===== src/rtl/isp_src_pkg.sv =====
// Shared types and constants for the CCD frame source.
// Latency: n/a (declarations only).
// Backpressure: n/a.
package isp_src_pkg;

  typedef enum logic [1:0] {
    S_IDLE   = 2'd0,
    S_VBLANK = 2'd1,
    S_LINE   = 2'd2,
    S_HBLANK = 2'd3
  } src_state_t;

  localparam logic [1:0] MODE_RAMP  = 2'd0;
  localparam logic [1:0] MODE_COORD = 2'd1;
  localparam logic [1:0] MODE_CONST = 2'd2;

  localparam int DEF_WIDTH  = 322;
  localparam int DEF_HEIGHT = 242;
  localparam int DEF_HBLANK = 16;
  localparam int DEF_VBLANK = 64;
  localparam int DEF_DATA_W = 32;

endpackage


===== src/rtl/src_pattern_gen.sv =====
// Pattern word selection: ramp, {row,col} coordinate or constant.
// Latency: combinational; the caller registers the result.
// Backpressure: none; evaluated every cycle.
// Ports: i_row/i_col position, i_pix pixel index in frame, i_mode pattern,
//        i_const constant word, o_word selected pixel word.
module src_pattern_gen
  import isp_src_pkg::*;
#(
  parameter int DATA_W = DEF_DATA_W
) (
  input  logic [15:0]       i_row,
  input  logic [15:0]       i_col,
  input  logic [31:0]       i_pix,
  input  logic [1:0]        i_mode,
  input  logic [DATA_W-1:0] i_const,
  output logic [DATA_W-1:0] o_word
);

  always_comb begin
    o_word = '0;
    case (i_mode)
      MODE_COORD: o_word[31:0] = {i_row, i_col};
      MODE_CONST: o_word = i_const;
      // MODE_RAMP and the spare encoding 3 both produce the ramp
      default:    o_word[31:0] = i_pix + 32'd1;
    endcase
  end

endmodule


===== src/rtl/ccd_frame_source.sv =====
// Camera frame source: padded WIDTHxHEIGHT frames with line/frame valids.
// Latency: start sampled at edge N -> first word at edge N+1+VBLANK.
// Backpressure: none (camera cannot stall); write_full only sets sticky overflow.
// Ports: clk/reset, start/continuous/stop control, mode/const_data pattern,
//        write_full monitor; oDVAL/oLVAL/oFVAL/oData stream, new_frame,
//        busy, frame_count, overflow status.
module ccd_frame_source
  import isp_src_pkg::*;
#(
  parameter int WIDTH  = DEF_WIDTH,
  parameter int HEIGHT = DEF_HEIGHT,
  parameter int HBLANK = DEF_HBLANK,
  parameter int VBLANK = DEF_VBLANK,
  parameter int DATA_W = DEF_DATA_W
) (
  input  logic              clk,
  input  logic              reset,
  input  logic              start,
  input  logic              continuous,
  input  logic              stop,
  input  logic [1:0]        mode,
  input  logic [DATA_W-1:0] const_data,
  input  logic              write_full,
  output logic              oDVAL,
  output logic [DATA_W-1:0] oData,
  output logic              oLVAL,
  output logic              oFVAL,
  output logic              new_frame,
  output logic              busy,
  output logic [15:0]       frame_count,
  output logic              overflow
);

  localparam logic [15:0] W_LAST  = 16'(WIDTH - 1);
  localparam logic [15:0] H_LAST  = 16'(HEIGHT - 1);
  localparam logic [15:0] HB_LAST = 16'(HBLANK - 1);
  localparam logic [15:0] VB_LAST = 16'(VBLANK - 1);

  src_state_t        r_state;
  src_state_t        w_state_nx;
  logic [15:0]       r_bcnt;
  logic [15:0]       r_col;
  logic [15:0]       r_row;
  logic [31:0]       r_pix;
  logic [1:0]        r_mode;
  logic              r_stop_pend;
  logic              w_eol;
  logic              w_eof;
  logic [DATA_W-1:0] w_word;

  assign w_eol = (r_col == W_LAST);
  assign w_eof = w_eol && (r_row == H_LAST);

  always_comb begin
    w_state_nx = r_state;
    case (r_state)
      S_IDLE:   if (start) w_state_nx = S_VBLANK;
      S_VBLANK: if (r_bcnt == VB_LAST) w_state_nx = S_LINE;
      S_LINE: begin
        if (w_eol) begin
          if (!w_eof)
            w_state_nx = S_HBLANK;
          // a stop arriving on the last word counts as pending too
          else if (continuous && !(r_stop_pend || stop))
            w_state_nx = S_VBLANK;
          else
            w_state_nx = S_IDLE;
        end
      end
      S_HBLANK: if (r_bcnt == HB_LAST) w_state_nx = S_LINE;
      default:  w_state_nx = S_IDLE;
    endcase
  end

  src_pattern_gen #(.DATA_W(DATA_W)) u_pat (
    .i_row   (r_row),
    .i_col   (r_col),
    .i_pix   (r_pix),
    .i_mode  (r_mode),
    .i_const (const_data),
    .o_word  (w_word)
  );

  always_ff @(posedge clk) begin
    if (reset) begin
      r_state     <= S_IDLE;
      r_bcnt      <= '0;
      r_col       <= '0;
      r_row       <= '0;
      r_pix       <= '0;
      r_mode      <= MODE_RAMP;
      r_stop_pend <= 1'b0;
      oDVAL       <= 1'b0;
      oData       <= '0;
      oLVAL       <= 1'b0;
      oFVAL       <= 1'b0;
      new_frame   <= 1'b0;
      busy        <= 1'b0;
      frame_count <= '0;
      overflow    <= 1'b0;
    end else begin
      r_state <= w_state_nx;
      // busy follows the state register exactly, not one cycle behind it
      busy    <= (w_state_nx != S_IDLE);

      // stream outputs are a registered image of the current state/position
      oDVAL     <= (r_state == S_LINE);
      oLVAL     <= (r_state == S_LINE);
      oFVAL     <= (r_state == S_LINE) || (r_state == S_HBLANK);
      oData     <= (r_state == S_LINE) ? w_word : '0;
      new_frame <= (r_state == S_LINE) && (r_row == '0) && (r_col == '0);

      // compares the word currently on the bus with the FIFO-full flag
      if (oDVAL && write_full) overflow <= 1'b1;

      if ((r_state != S_IDLE) && stop) r_stop_pend <= 1'b1;

      case (r_state)
        S_IDLE: r_bcnt <= '0;
        S_VBLANK: begin
          if (r_bcnt == VB_LAST) begin
            r_bcnt <= '0;
            r_col  <= '0;
            r_row  <= '0;
            r_pix  <= '0;
            r_mode <= mode;
          end else begin
            r_bcnt <= r_bcnt + 16'd1;
          end
        end
        S_LINE: begin
          r_pix <= r_pix + 32'd1;
          if (w_eol) begin
            r_col  <= '0;
            r_bcnt <= '0;
            if (w_eof) begin
              frame_count <= frame_count + 16'd1;
              r_stop_pend <= 1'b0;
            end
          end else begin
            r_col <= r_col + 16'd1;
          end
        end
        S_HBLANK: begin
          if (r_bcnt == HB_LAST) begin
            r_bcnt <= '0;
            r_row  <= r_row + 16'd1;
          end else begin
            r_bcnt <= r_bcnt + 16'd1;
          end
        end
        default: r_bcnt <= '0;
      endcase
    end
  end

endmodule


===== config.mk =====
export PLATFORM = sky130hd
export DESIGN_NAME = ccd_frame_source
export DESIGN_NICKNAME = d
export VERILOG_FILES = /design/src/rtl/isp_src_pkg.sv /design/src/rtl/src_pattern_gen.sv /design/src/rtl/ccd_frame_source.sv
export SDC_FILE = /design/constraint.sdc
export NUM_CORES = 1
export LEC_CHECK = 0
export CORE_ASPECT_RATIO = 1.4
export CORE_MARGIN = 3
export CORE_UTILIZATION = 59
export CTS_CLUSTER_DIAMETER = 60
export DETAILED_ROUTE_END_ITERATION = 7
export PLACE_DENSITY = 0.87
export SYNTH_ARGS = -nofsm -noshare
export SYNTH_HDL_FRONTEND = slang
export SYNTH_SLANG_ARGS = --single-unit
export TNS_END_PERCENT = 10

===== constraint.sdc =====
create_clock -name clk -period 5.9 [get_ports clk]
set_input_delay 0.885 -clock clk [delete_from_list [all_inputs] [get_ports clk]]
set_output_delay 0.885 -clock clk [all_outputs]
set_load 0.01 [all_outputs]

==> Word-level counts from Yosys, hierarchy flattened <==
Cells that the tools add are included.
{ "word_totals": {"regBits": 138, "latch_bits": 0, "mem_bits_rw": 0, "rom_bits": 0, "in_bits": 40, "wordCells": 76, "n_memories": 0} }
{ "classes": {"addsub": 5, "mul": 0, "n_div": 0, "order_cmp": 0, "eq_ne": 12, "shifts": 0, "mux": 23, "bitwise": 1, "n_reduce_logical": 21} }
{ "ops": {"columns": ["cell", "count"], "rows": [
  ["case mux 32 bit (2 select lines)", 2],
  ["2-to-1 mux 16 bit", 6],
  ["adder 16 x 1 -> 16 bit, second input constant", 4],
  ["case mux 16 bit (2 select lines)", 2],
  ["case mux 16 bit (4 select lines)", 1],
  ["adder 32 x 1 -> 32 bit, second input constant", 1],
  ["logical NOT 16 bit", 2],
  ["2-to-1 mux 32 bit", 1],
  ["== test 16 x 4 -> 1 bit, second input constant", 1],
  ["== test 16 x 6 -> 1 bit, second input constant", 1],
  ["== test 16 x 8 -> 1 bit, second input constant", 1],
  ["== test 16 x 9 -> 1 bit, second input constant", 1],
  ["2-to-1 mux 2 bit", 5],
  ["case mux 2 bit (4 select lines)", 1],
  ["nonzero test 2 bit", 4],
  ["== test 2 bit, second input constant", 3],
  ["logical AND 1 bit", 6],
  ["inequality test 2 bit, second input constant", 3],
  ["AND reduction 3 bit", 2],
  ["2-to-1 mux 1 bit", 5],
  ["== test 2 x 1 -> 1 bit, second input constant", 2],
  ["AND reduction 2 bit", 2],
  ["logical NOT 2 bit", 1],
  ["logical OR 1 bit", 2],
  ["3 further kinds", 3]
]} }

==> Logic depth before layout (Yosys ltp) <==
{ "logic_depth": {"ltp_word": 8, "mapped_depth": 9, "ltp_nobuf": 7} }

==> By module <==
From an unflattened synthesis, not the netlist that was laid out.
{ "hier_totals": {"cells_unflattened": 896, "area_unflattened_um2": 7479.7} }
{ "modules_own_cells": {"columns": ["module", "n_inst", "cells_per_inst", "area_each_um2", "seq_area_each_um2"], "rows": [
  ["ccd_frame_source", 1, 722, 6303.5, 2762.6],
  ["src_pattern_gen", 1, 174, 1176.1, 0.0]
]} }

==> Least setup slack after synthesis <==
OpenSTA, ideal clock, no wires.
{ "synth_timing": {"path_type": "input to register", "start": "in reset", "end": "reg r_pix[10]", "arrival_time_ns": 2.101, "required_ns": 5.813, "path_slack_ns": 3.712, "path_stages": 5, "path_buffers": 2, "path_cell_list": "clkbuf_1 > a311oi_1 > clkbuf_1 > o21ai_0 > o31ai_1"} }
{ "synth_lines": {"columns": ["element", "line_no", "text"], "rows": [
  ["start, declared", "ccd_frame_source.sv:17", "input logic reset,"],
  ["end signal, assigned", "ccd_frame_source.sv:132", "r_pix <= r_pix + 32'd1;"],
  ["end, declared", "ccd_frame_source.sv:44", "logic [31:0] r_pix;"]
]} }

==> Worst setup path in the final report <==
{ "layout_timing": {"start": "reg r_col[7]", "end": "reg frame_count[15]"} }
{ "layout_via": {"elab_chain_len": 3} }
{ "layout_rtl": {"columns": ["element", "line_no", "text"], "rows": [
  ["start, declared", "ccd_frame_source.sv:42", "logic [15:0] r_col;"],
  ["start signal, assigned", "ccd_frame_source.sv:141", "r_col <= r_col + 16'd1;"],
  ["== test 16 x 9 -> 1 bit (*)", "ccd_frame_source.sv:51", "assign w_eol = (r_col == W_LAST);"],
  ["logical AND 1 bit", "ccd_frame_source.sv:52", "assign w_eof = w_eol && (r_row == H_LAST);"],
  ["AND reduction 3 bit (no source line) (*)", null, null],
  ["end signal, assigned", "ccd_frame_source.sv:137", "frame_count <= frame_count + 16'd1;"],
  ["end, declared", "ccd_frame_source.sv:30", "output logic [15:0] frame_count,"]
]} }
Mark *: on every way between the ends. The rest lies on a longest branch, timed or not.
A chain may end at the register's enable or synchronous reset.

==> reports/results.txt <==
The run finished with clean final reports. In the synthesized netlist the dominant register cell turns out to be sky130_fd_sc_hd__dfxtp_1. The required time of the worst setup path came out at 6.21 ns. Setup repair after global routing left no endpoint under its margin. In this run the cell area of the synthesized design comes to 7040 sq um. Static timing analysis puts the maximum clock frequency at 327 MHz. For this run, the number of Yosys warnings is 0. Power comes to 2020 uW. In this run the most critical hold path is launched from overflow.

For the maximum clock insertion buffer count, the log shows 2. The final core utilization is 0.739, and the width of the die is 98.3 um. The path type of the worst min-delay path was reg2reg.

The first global-routing pass estimated 33.0 mm of wire. The classification of the worst setup path was reg2reg. The post-route clock period utilization is 0.519, and the clock-pin slew of the registers on the worst-case setup and hold paths is 0.06 ns.

The logs give 0 for the total DRC errors in the routed layout and 0 for the count of max-cap constraint violations. The portion of synthesized cell area occupied by the leading cell type works out to 0.392. The internal reg-to-reg setup slack was 2.84 ns; the final weighted congestion in routability-driven placement was 0.889. The post-layout minimum cycle time was 3.06 ns. The count of cells along the worst hold path was 2; the transition time at the pin with the least slew margin was 1.41 ns. The via density per instance came out at 6.73.

The tools report the static power due to leakage as 0.00292 uW. After synthesis the netlist holds a flip-flop and latch count of 138. The tools report the nature of the critical path startpoint as a flip-flop. The average detailed-routed wire length per instance was 19.4 um; the first-iteration detailed-routing DRC count was 722.

The run gives 0 as the post-cts resize count. The number of nets in the synthesized netlist is 902. The largest net degree at the start of global routing is 64, and the signal arrival time at the worst endpoint is 3.37 ns. In this run the post-CTS setup repair buffer count came out at 0.

The sequential fraction of the synthesis area is 0.392, and the count of flip-flops with a built-in enable after synthesis is 0. The area added between synthesis and finish is 20.8%, and the normalized max-slew margin is 0.0582. Critical register-to-register path endpoint: frame_count[15].

The starting utilization of the core area came out at 0.612. The detailed-routing iteration count for the pre-antenna-repair pass came out at 5. Summed over all layers, the routed wires come to 20.5 mm. The number of top-level pins came out at 94. The die covers 13300 sq um. The number of buffers created by CTS came out at 17. The share of final-layout standard cells stronger than drive strength 1 works out to 0.0525. VDD sags by at most 0.173 mV. Input and output buffers added on the ports amount to 93. The tools report the core region area as 11500 sq um.

The biggest area contributor in the post-synthesis netlist is sky130_fd_sc_hd__dfxtp_1. Of all nets on the critical path, the largest fanout is 13. The run gives 0.42 ns as the latest clock arrival within the worst-skew pair.

The detail route stage leaves a number of antenna-violating nets equal to 0. The number of cells on the worst reg-to-reg path is 5. The critical path endpoint category is a flip-flop.

After clock tree synthesis, the flow added hold-fix buffers numbering 0. The path with the worst hold slack has its endpoint at overflow. At the end of the flow, the number of nets in the layout was 955. In this run the critical register-to-register path is launched from r_col[7].

The run gives 0.00720 ns as the final setup skew. The tree is rooted in a sky130_fd_sc_hd__clkbuf_16. The global-route total usage across every layer is 0.304, and the proportion of synthesized flip-flops having asynchronous set or reset is 0. 0 antenna diodes ended up in the layout. In this run the number of H-tree levels came out at 4. The total number of vias was 7127.

TritonCTS built the clock tree. For this design, the sink count on the clock tree is 138. The height of the chip was 135 um. The initial antenna violation count was 0; the via count of the first global-routing pass was 6810. Synthesis produced a netlist whose cell count is 851.

The count of standard-cell rows is 46, and the max-slew violation count is 0. For the remaining global-route overflow, the log shows 0. The power density over cell area works out to 238 nW/um^2.

Once detailed placement completed, the half-perimeter wirelength came to 14.2 mm. Number of distinct library cells after synthesis: 56. After routing, the total negative slack on setup checks comes to 0 ns. The total count of hold-check failures in the final report is 0. Setup violations remaining at the end of the flow were counted as 0. By area the synthesized netlist is led by sky130_fd_sc_hd__dfxtp_1, sky130_fd_sc_hd__a221oi_1, sky130_fd_sc_hd__a21oi_1. A synthesized cell averages 8.27 sq um.
==> cells in the mapped netlist, types with 23 or more instances <==
| library cell | count |
|---|---|
| sky130_fd_sc_hd__nand3_1 | 37 |
| sky130_fd_sc_hd__o21ai_0 | 47 |
| sky130_fd_sc_hd__xor2_1 | 23 |
| sky130_fd_sc_hd__xnor2_1 | 26 |
| sky130_fd_sc_hd__a21oi_1 | 54 |
| sky130_fd_sc_hd__nand4_1 | 33 |
| sky130_fd_sc_hd__a221oi_1 | 31 |
| sky130_fd_sc_hd__nor3_1 | 26 |
| sky130_fd_sc_hd__clkbuf_1 | 50 |
| sky130_fd_sc_hd__a211oi_1 | 35 |
| sky130_fd_sc_hd__dfxtp_1 | 138 |
| sky130_fd_sc_hd__inv_1 | 27 |
| sky130_fd_sc_hd__nand2_1 | 59 |
| sky130_fd_sc_hd__nor2_1 | 61 |
==> flip-flops by register name (all words and copies together) (netlist names) <==
register,flops
r_state,2
r_pix,32
r_mode,2
oFVAL,1
frame_count,16
oLVAL,1
oData,32
r_stop_pend,1
r_col,16
new_frame,1
busy,1
r_row,16
overflow,1
r_bcnt,16
==> cells in the final DEF, fill, tap and decap left out, types with 27 or more instances in the layout <==
| master | n |
|---|---|
| sky130_fd_sc_hd__dfxtp_1 | 138 |
| sky130_fd_sc_hd__clkdlybuf4s50_1 | 92 |
| sky130_fd_sc_hd__nor2_1 | 61 |
| sky130_fd_sc_hd__nand2_1 | 58 |
| sky130_fd_sc_hd__a21oi_1 | 54 |
| sky130_fd_sc_hd__o21ai_0 | 47 |
| sky130_fd_sc_hd__nand3_1 | 37 |
| sky130_fd_sc_hd__a211oi_1 | 35 |
| sky130_fd_sc_hd__nand4_1 | 33 |
| sky130_fd_sc_hd__a221oi_1 | 31 |
| sky130_fd_sc_hd__inv_1 | 27 |
==> routing by layer <==
metal  share of wire  vias to the layer above  GRT usage
li1                -                     3286          -
met1            0.37                     3365      0.354
met2            0.51                      394      0.531
met3           0.078                       82     0.0546
met4           0.042                        0      0.156
met5               0                        -          0
==> per-stage QoR <==
step                      cells  hold slack (ns)  instance area [sq um]  setup WS (ns)
final                      1059            0.480                   8510           2.84
after global routing       1059            0.525                   8510           2.65
after CTS                  1059            0.491                   8510           2.85
after detailed placement   1029            0.481                   7940           2.47
after global placement     1029            0.460                   7940           2.64
after floorplan             851            0.450                   7040           3.71
==> kinds of logic after synthesis <==
kind of cell | share of synthesized area
buffers and inverters | 0.0501
flip-flops | 0.392
multiplexers | 0.00729
AND/OR/NAND/NOR | 0.249
adder cells (fa/ha/maj) | 0.0195
AO/OA/AOI/OAI | 0.221
XOR/XNOR | 0.0609
==> layout make-up <==
type                            instances  area (sq um)
Sequential cell                       138          2760
Inverter                               27           101
Tap cell                              144           180
Timing Repair Buffer                   97           956
Fill cell                             829          3010
Clock buffer                           21           470
Multi-Input combinational cell        623          3940
Clock inverter                          9          97.6
==> power by group <==
| part | switching [uW] | leakage (uW) | total, uW | internal, uW |
|---|---|---|---|---|
| Clock | 386 | 0.000284 | 1030 | 645 |
| Combinational | 24.1 | 0.00153 | 52.5 | 28.4 |
| Sequential | 3.50 | 0.00111 | 938 | 934 |
==> critical path, cell delays in order (launching register included) <==
cell	delay [ns]
sky130_fd_sc_hd__dfxtp_1	0.41
sky130_fd_sc_hd__or4_4	0.61
sky130_fd_sc_hd__nor4_4	0.69
sky130_fd_sc_hd__nand4_1	0.50
sky130_fd_sc_hd__nor3_1	0.36
sky130_fd_sc_hd__mux2_2	0.37
==> worst max-delay path by stage <==
stage	end	start	depth (start not counted)
floorplan	r_pix[10]	reset	5
finish	frame_count[15]	r_col[7]	5
global route	r_pix[25]	reset	7
CTS	frame_count[15]	r_col[11]	5
global placement	r_pix[21]	reset	7
detailed placement	r_pix[25]	reset	7
Note: power is estimated with default switching activity, not from simulation.
